`config.mk`:
```
export PLATFORM = sky130hd
export DESIGN_NAME = life_row_flat
export DESIGN_NICKNAME = d
export VERILOG_FILES = /design/src/rtl/life_row_if.sv /design/src/rtl/life_row.sv /design/src/flat_wrapper.sv
export SDC_FILE = /design/constraint.sdc
export NUM_CORES = 1
export LEC_CHECK = 0
export BUFFER_PORTS_ARGS = -buffer_cell sky130_fd_sc_hd__buf_2
export CAP_MARGIN = 20
export CORE_ASPECT_RATIO = 0.8
export CORE_MARGIN = 5
export CORE_UTILIZATION = 30
export DETAILED_ROUTE_END_ITERATION = 16
export PLACE_DENSITY = 0.56
export SETUP_SLACK_MARGIN = 0.05
export SYNTH_ARGS = -nofsm -noshare
export SYNTH_HDL_FRONTEND = slang
export SYNTH_SLANG_ARGS = --single-unit
export TNS_END_PERCENT = 5
```
`constraint.sdc`:
```
create_clock -name clk -period 8.6 [get_ports clk]
set_clock_uncertainty 0.05 [all_clocks]
set_input_delay 1.29 -clock clk [delete_from_list [all_inputs] [get_ports clk]]
set_output_delay 1.29 -clock clk [all_outputs]
set_load 0.01 [all_outputs]
```
`src/rtl/life_row_if.sv`:
```
// Control, scan and status bundle for one life_row engine.
// The master drives load/scan/step controls; the slave is the row engine itself.
interface life_row_if #(
    parameter int WIDTH = 16,
    parameter int GEN_W = 16
);
    localparam int POP_W = $clog2(WIDTH + 1);

    logic             enb;
    logic             write;
    logic [WIDTH-1:0] wr_data;
    logic             scan_en;
    logic             scan_in;
    logic             scan_out;
    logic [WIDTH-1:0] alive;
    logic [WIDTH-1:0] alive_prev;
    logic             stable;
    logic             cycle_det;
    logic [GEN_W-1:0] gen_count;
    logic [POP_W-1:0] pop_count;

    modport master (
        output enb, write, wr_data, scan_en, scan_in,
        input  scan_out, alive, alive_prev, stable, cycle_det, gen_count, pop_count
    );

    modport slave (
        input  enb, write, wr_data, scan_en, scan_in,
        output scan_out, alive, alive_prev, stable, cycle_det, gen_count, pop_count
    );
endinterface

```
`src/rtl/life_row.sv`:
```
// Row-parallel cellular automaton: WIDTH cells stepped together under a programmable B/S rule,
// with history, stable/cycle flags and a scan chain. Optional population counter: LIFE_ROW_POPCOUNT_EN.
module life_row #(
    parameter int WIDTH      = 16,
    parameter int HIST_DEPTH = 2,
    parameter int WRAP       = 1,
    parameter int GEN_W      = 16
) (
    input  logic             clk,
    input  logic             reset,
    input  logic [WIDTH-1:0] north_row,
    input  logic [WIDTH-1:0] south_row,
    input  logic [2:0]       west_col,
    input  logic [2:0]       east_col,
    input  logic [8:0]       birth_mask,
    input  logic [8:0]       survive_mask,
    life_row_if.slave        bus
);
    localparam int POP_W = $clog2(WIDTH + 1);

    logic [WIDTH-1:0] alive_q;
    logic [WIDTH-1:0] hist_q [HIST_DEPTH];
    logic             stable_q;
    logic             cycle_q;
    logic [GEN_W-1:0] gen_q;

    logic [WIDTH+1:0] n_ext;
    logic [WIDTH+1:0] o_ext;
    logic [WIDTH+1:0] s_ext;
    logic [WIDTH-1:0] next_row;
    logic [3:0]       cnt;
    logic             stable_d;
    logic             cycle_d;

    // Rows extended by one column each side: bit 0 is column -1, bit WIDTH+1 is column WIDTH.
    assign n_ext = {(WRAP != 0) ? north_row[0] : east_col[2], north_row,
                    (WRAP != 0) ? north_row[WIDTH-1] : west_col[2]};
    assign o_ext = {(WRAP != 0) ? alive_q[0] : east_col[1], alive_q,
                    (WRAP != 0) ? alive_q[WIDTH-1] : west_col[1]};
    assign s_ext = {(WRAP != 0) ? south_row[0] : east_col[0], south_row,
                    (WRAP != 0) ? south_row[WIDTH-1] : west_col[0]};

    // NOTE: every variable written here gets a default first so no latch is inferred.
    always_comb begin
        next_row = '0;
        cnt      = '0;
        for (int i = 0; i < WIDTH; i++) begin
            cnt = 4'(n_ext[i]) + 4'(n_ext[i+1]) + 4'(n_ext[i+2])
                + 4'(o_ext[i]) + 4'(o_ext[i+2])
                + 4'(s_ext[i]) + 4'(s_ext[i+1]) + 4'(s_ext[i+2]);
            next_row[i] = alive_q[i] ? survive_mask[cnt] : birth_mask[cnt];
        end
    end

    assign stable_d = (next_row == alive_q);
    assign cycle_d  = (next_row == hist_q[HIST_DEPTH-1]) && !stable_d;

    // NOTE: sequential state uses non-blocking assignments so every register sees pre-edge values.
    always_ff @(posedge clk) begin
        if (reset) begin
            alive_q  <= '0;
            // NOTE: the history is a handful of flops, not a RAM, so clearing it on reset is cheap and required.
            for (int k = 0; k < HIST_DEPTH; k++) hist_q[k] <= '0;
            stable_q <= 1'b0;
            cycle_q  <= 1'b0;
            gen_q    <= '0;
        end else if (bus.write) begin
            alive_q  <= bus.wr_data;
            for (int k = 0; k < HIST_DEPTH; k++) hist_q[k] <= bus.wr_data;
            stable_q <= 1'b0;
            cycle_q  <= 1'b0;
            gen_q    <= '0;
        end else if (bus.scan_en) begin
            alive_q <= {bus.scan_in, alive_q[WIDTH-1:1]};
        end else if (bus.enb) begin
            alive_q   <= next_row;
            hist_q[0] <= alive_q;
            for (int k = 1; k < HIST_DEPTH; k++) hist_q[k] <= hist_q[k-1];
            stable_q  <= stable_d;
            cycle_q   <= cycle_d;
            gen_q     <= gen_q + GEN_W'(1);
        end
    end

`ifdef LIFE_ROW_POPCOUNT_EN
    logic [POP_W-1:0] pop_sum;
    logic [POP_W-1:0] pop_q;

    always_comb begin
        pop_sum = '0;
        for (int i = 0; i < WIDTH; i++) pop_sum = pop_sum + POP_W'(alive_q[i]);
    end

    // Registered from alive_q, so it trails any change of the row by one cycle.
    always_ff @(posedge clk) begin
        if (reset) pop_q <= '0;
        else       pop_q <= pop_sum;
    end

    assign bus.pop_count = pop_q;
`else
    assign bus.pop_count = '0;
`endif

    assign bus.alive      = alive_q;
    assign bus.alive_prev = hist_q[0];
    assign bus.scan_out   = alive_q[0];
    assign bus.stable     = stable_q;
    assign bus.cycle_det  = cycle_q;
    assign bus.gen_count  = gen_q;
endmodule

```
`src/flat_wrapper.sv`:
```
// flat-port wrapper written by rule: the top's interface ports become plain ports
module life_row_flat 
#(
    parameter int WIDTH      = 16,
    parameter int HIST_DEPTH = 2,
    parameter int WRAP       = 1,
    parameter int GEN_W      = 16
)
  (clk, reset, north_row, south_row, west_col, east_col, birth_mask, survive_mask, bus_enb, bus_write, bus_wr_data, bus_scan_en, bus_scan_in, bus_scan_out, bus_alive, bus_alive_prev, bus_stable, bus_cycle_det, bus_gen_count, bus_pop_count);
  life_row_if #(.WIDTH(WIDTH), .GEN_W(GEN_W)) bus_i ();
  input  logic clk;
  input  logic reset;
  input  logic [WIDTH-1:0] north_row;
  input  logic [WIDTH-1:0] south_row;
  input  logic [2:0] west_col;
  input  logic [2:0] east_col;
  input  logic [8:0] birth_mask;
  input  logic [8:0] survive_mask;
  input wire logic [$bits(bus_i.enb)-1:0] bus_enb;
  input wire logic [$bits(bus_i.write)-1:0] bus_write;
  input wire logic [$bits(bus_i.wr_data)-1:0] bus_wr_data;
  input wire logic [$bits(bus_i.scan_en)-1:0] bus_scan_en;
  input wire logic [$bits(bus_i.scan_in)-1:0] bus_scan_in;
  output wire logic [$bits(bus_i.scan_out)-1:0] bus_scan_out;
  output wire logic [$bits(bus_i.alive)-1:0] bus_alive;
  output wire logic [$bits(bus_i.alive_prev)-1:0] bus_alive_prev;
  output wire logic [$bits(bus_i.stable)-1:0] bus_stable;
  output wire logic [$bits(bus_i.cycle_det)-1:0] bus_cycle_det;
  output wire logic [$bits(bus_i.gen_count)-1:0] bus_gen_count;
  output wire logic [$bits(bus_i.pop_count)-1:0] bus_pop_count;
  assign bus_i.enb = bus_enb;
  assign bus_i.write = bus_write;
  assign bus_i.wr_data = bus_wr_data;
  assign bus_i.scan_en = bus_scan_en;
  assign bus_i.scan_in = bus_scan_in;
  assign bus_scan_out = bus_i.scan_out;
  assign bus_alive = bus_i.alive;
  assign bus_alive_prev = bus_i.alive_prev;
  assign bus_stable = bus_i.stable;
  assign bus_cycle_det = bus_i.cycle_det;
  assign bus_gen_count = bus_i.gen_count;
  assign bus_pop_count = bus_i.pop_count;
  life_row #(.WIDTH(WIDTH), .HIST_DEPTH(HIST_DEPTH), .WRAP(WRAP), .GEN_W(GEN_W)) u_core (.clk(clk), .reset(reset), .north_row(north_row), .south_row(south_row), .west_col(west_col), .east_col(east_col), .birth_mask(birth_mask), .survive_mask(survive_mask), .bus(bus_i));
endmodule
```
---- Word-level counts from Yosys, hierarchy flattened ----
Memories as Yosys holds them, arrays and structs flattened.
Index checks and enable logic that the tools add are counted.
word-level totals
  RAM bits ................................ 32
  input port bits ......................... 78
  bits in registers ....................... 34
  memories kept ........................... 1
  output and inout bits ................... 56
  latch bits .............................. 0
  word-level logic and storage cells ...... 243
  memory bits (read-only) ................. 0
memories
  memory         depth  width  read ports  clocked after memory_dff  write ports  RTL line        RTL
  u_core.hist_q  2      16     2           0                         2            life_row.sv:22  logic [WIDTH-1:0] hist_q [HIST_DEPTH];
operators by class
  reductions and logical operators ........ 5
  $lt $le $gt $ge ......................... 16
  $add $sub $neg .......................... 113
  divide/modulo/power cells ............... 0
  bitwise operators ....................... 5
  eq/ne operators ......................... 2
  multiply operators ...................... 0
  shift-type cells ........................ 0
  multiplexer cells ....................... 97
operators by type and width
  cell                                                        count
  adder 4 x 1 -> 4 bit                                        96
  binary-select mux 1 bit (select 4 bit)                      32
  two-way mux 16 bit                                          7
  less-than comparator 4 x 5 -> 1 bit, second input constant  16
  two-way mux 1 bit                                           58
  adder 1 x 1 -> 2 bit                                        16
  == test 16 bit                                              2
  adder 16 x 1 -> 16 bit, second input constant               1
  bitwise OR 1 bit                                            4
  nonzero test 3 bit                                          1
  AND reduction 2 bit                                         1
  OR reduction 2 bit                                          1
  logical AND 1 bit                                           1
  zero test 1 bit                                             1
  NOT 1 bit                                                   1

---- Longest topological paths before layout ----
  depth after elaboration ................. 13
  gate-level depth with buffers ........... 17
  gate-level depth less buffers ........... 16

---- Worst setup path after synthesis ----
OpenSTA, ideal clock, no wires.
  kind .................................... input port to flip-flop
  from .................................... input north_row[6]
  to ...................................... register u_core.cycle_q (netlist: u_core.bus.cycle_det)
  data required time ...................... 8.481 ns
  stages .................................. 16
  setup time .............................. 0.069 ns
  setup slack ............................. 3.308 ns
  buffers on the path ..................... 0
  arrival time ............................ 5.173 ns
  cells stage by stage .................... ha_1 -> inv_1 -> fa_1 -> fa_1 -> fa_1 -> inv_1 -> fa_1 -> inv_1 -> mux4_2 -> nand2b_1 -> a21oi_1 -> o31ai_1 -> xor2_1 -> nand2_1 -> a2111o_1 -> o21ai_1
on the way
  cells in the longest elaborated chain, start to end .. 13
  elaborated cells on any way between the ends .. 39
  those cells by class .................... add/sub: 20; eq/ne: 2; mux: 15; reduce/logical: 2
RTL lines
  element                                  RTL line            RTL
  start, declared                          flat_wrapper.sv:13  input logic [WIDTH-1:0] north_row;
  adder 1 x 1 -> 2 bit                     life_row.sv:48      cnt = 4'(n_ext[i]) + 4'(n_ext[i+1]) + 4'(n_ext[i+2])
  adder 4 x 1 -> 4 bit                     life_row.sv:48
  adder 4 x 1 -> 4 bit (2 in a row)        life_row.sv:49      + 4'(o_ext[i]) + 4'(o_ext[i+2])
  adder 4 x 1 -> 4 bit (3 in a row)        life_row.sv:50      + 4'(s_ext[i]) + 4'(s_ext[i+1]) + 4'(s_ext[i+2]);
  binary-select mux 1 bit (select 4 bit)   life_row.sv:51      next_row[i] = alive_q[i] ? survive_mask[cnt] : birth_mask[cnt];
  two-way mux 1 bit (implied by the code)  life_row.sv:51
  two-way mux 1 bit                        life_row.sv:51
  == test 16 bit                           life_row.sv:55      assign stable_d = (next_row == alive_q);
  zero test 1 bit                          life_row.sv:56      assign cycle_d = (next_row == hist_q[HIST_DEPTH-1]) && !stable_d;
  logical AND 1 bit *                      life_row.sv:56
  end signal, assigned                     life_row.sv:80      cycle_q <= cycle_d;
  end, declared                            life_row.sv:24      logic cycle_q;
Every way passes the cells marked *; elsewhere a longest branch is shown, timed or not. The select of a mux whose other input is x is not followed.
A chain may end at the register's enable or synchronous reset.

---- Worst setup path in the final report ----
  from .................................... input north_row[12]
  to ...................................... register u_core.cycle_q (netlist: u_core.bus.cycle_det)
The elaborated chain is that of the path after synthesis.

==> flow_metrics.tcl <==
set metrics [dict create \
    root_buffer "clkbuf_16" \
    cap_violations 0 \
    synth_flop_cell "dfxtp_1" \
    met1_usage_pct 25.6 \
    htree_levels 3 \
    synth.avg_cell_area_sq_um 9.19 \
    drive_gt1_share_pct 19.7 \
    clkTransAtPathRegs_ns 0.06 \
    antenna_left 0 \
    vias 7687 \
    path_max_fanout 5 \
    syn2layout_area_growth_pct 11.8 \
    pre_cts_slack_ns 2.53 \
    p_per_area_nw_per_um2 230 \
    drcViolationCount 0 \
    start_util_pct 30.5 \
    fin_setup_tns_ns 0 \
    postCtsSetupBuffers 0 \
    synth_area_sq_um 8970 \
    die_area_sq_um 33500 \
    cts.sinks 66 \
    antenna_cells 0 \
    wl_mm 30.0 \
    cp_data_required_time_ns 8.82 \
    dp_hpwl_mm 22.6 \
    synth_edf_count 32 \
    met2_usage_pct 27.7 \
    rsz0062_at_grt "false" \
    core_sq_um 29400 \
    hold_class "flop to flop" \
    cts_inserted_buffers 9 \
    ir_drop_mv 0.113 \
    status "complete, no violations" \
    drt_iter0_markers 655 \
    drt-pass1-iter-count 5 \
    track_usage_pct 17.6 \
    grt_pass1_wl_mm 45.6 \
    synth_cells 976 \
    ys_seq_area_share_pct 18.3 \
    fmax_mhz 174 \
    crit_arrival_ns 5.96 \
    end_kind "flop" \
    crit_type "input pin to flop" \
    ctsHoldBuffers 0 \
    use_met3_pct 2.75 \
    fin_area_sq_um 10000 \
    synth-async-reset-ratio_pct 0 \
    finalNetCount 1235 \
    rows 56 \
    cts_resized 0 \
    grt.overflow.total 0 \
    slew_viol_final 0 \
    io_buffer_count 122 \
    ios 134 \
    busiest_layer "met2" \
    placed_area_sq_um 9720 \
    layout_common_cells "127 x inv_1, 122 x buf_2, 97 x nand2_1" \
    p_leak_nw 4.43 \
    place.gp.congestion 0.834 \
    routedWlPerCell_microns 21.0 \
    worstMarginPinSlew_ns 0.955 \
    viasPerCell 5.39 \
    postSynthRegisterBits 66 \
    min_period_ns 5.74 \
    setup_violations 0 \
    post-route-util_pct 34.1 \
    fp.dieW_microns 203 \
    antenna_found_initial 0 \
    grt_max_degree 51 \
    synth_cell_types 76 \
    final_common_cell "inv_1" \
    start_kind "input pin" \
    maxSlewHeadroom_pct 36.3 \
    hold_viol_final 0 \
    yosysWarningCount 0 \
    cts_buffer_depth 2 \
    grt_pass1_vias 7629 \
    cts_tree "built" \
    fin_crit_sh_pct 66.7 \
    setup_ws_ns 2.86 \
    die_y_microns 165 \
    clk_latency_ns 0.34 \
]
-- metrics by stage --
stage          hold WS [ns]  power, mW  instances
2_1_floorplan         0.431       1.58        980
3_3_place_gp          0.407       1.88       1410
3_5_place_dp          0.402       1.92       1410
4_1_cts               0.410       2.31       1426
5_1_grt               0.427       2.48       1426
6_report              0.411       2.31       1426
-- worst max-delay path, stage by stage --
cell and delay [ns]:
buf_2 0.13, ha_1 0.29, inv_1 0.07, fa_1 0.42
fa_1 0.51, fa_1 0.18, inv_1 0.06, fa_1 0.41
xnor2_1 0.53, mux4_2 0.58, nand3_1 0.09, nand2_1 0.08
o31ai_1 0.56, xnor2_1 0.18, nor4_1 0.32, nand4_1 0.12
o21ai_1 0.12
-- layout make-up --
cell class / count / area (sq um)
Fill cell: 3068 / 19400
Multi-Input combinational cell: 715 / 6490
Sequential cell: 66 / 1640
Timing Repair Buffer: 125 / 633
Inverter: 127 / 477
Tap cell: 377 / 472
Clock buffer: 14 / 308
Clock inverter: 2 / 11.3
-- cell families after synthesis --
| family | Yosys count | synth area share (%) |
|---|---|---|
| xor gates and xnor gates | 45 | 4.48 |
| DFF | 66 | 18.3 |
| AOI/OAI and AO/OA | 191 | 14.3 |
| muxes | 95 | 17.6 |
| buffers and inverters | 199 | 9.55 |
| other | 1 | 0.0418 |
| adders and majority gates | 113 | 21.1 |
| and+or+nand+nor | 266 | 14.7 |
-- path summary, 6_finish.rpt --
check                  startpoint                    to  slack [ns]  depth (start not counted)
max reg2reg  u_core.bus.alive[14]  u_core.bus.cycle_det        3.81                         14
min          u_core.bus.cycle_det  u_core.bus.cycle_det        0.41                          2
max                 north_row[12]  u_core.bus.cycle_det        2.86                         17
min reg2reg  u_core.bus.cycle_det  u_core.bus.cycle_det        0.41                          2
-- sequential cells by signal (all words and copies together), names as in the netlist --
signal / cells
u_core.bus.alive: 16
u_core.bus.cycle_det: 1
u_core.bus.gen_count: 16
u_core.bus.stable: 1
u_core.hist_q: 32
-- report_power, final --
part	leakage [nW]	switching (mW)	internal [mW]	total (mW)
logic	3.63	0.816	0.722	1.54
clock network	0.159	0.138	0.248	0.386
registers	0.637	0.0318	0.353	0.385
-- per-layer routing --
layer | up-vias | wire [microns]
li1 | 3574 | -
met1 | 3750 | 13700
met2 | 324 | 13500
met3 | 39 | 2160
met4 | 0 | 555
met5 | - | 0
-- Yosys cell counts, drive strengths merged, types with 9 or more instances --
cell	n	area share, %
o21ai	33	1.8
a211oi	10	0.84
nand3	22	1.2
dfxtp	34	7.6
nor2	45	1.9
nor2b	27	1.9
mux2i	36	4.0
nand2	97	4.1
nor3	14	0.78
fa	64	14
xnor2	24	2.4
clkbuf	40	1.7
a21oi	65	3.7
edfxtp	32	11
nand4	12	0.84
xor2	21	2.0
mux2	11	1.4
buf	32	2.6
nand2b	9	0.63
ha	49	6.8
inv	127	5.3
o21a	9	0.75
a31oi	16	1.1
mux4	48	12
(Power assumes the default switching activity.)
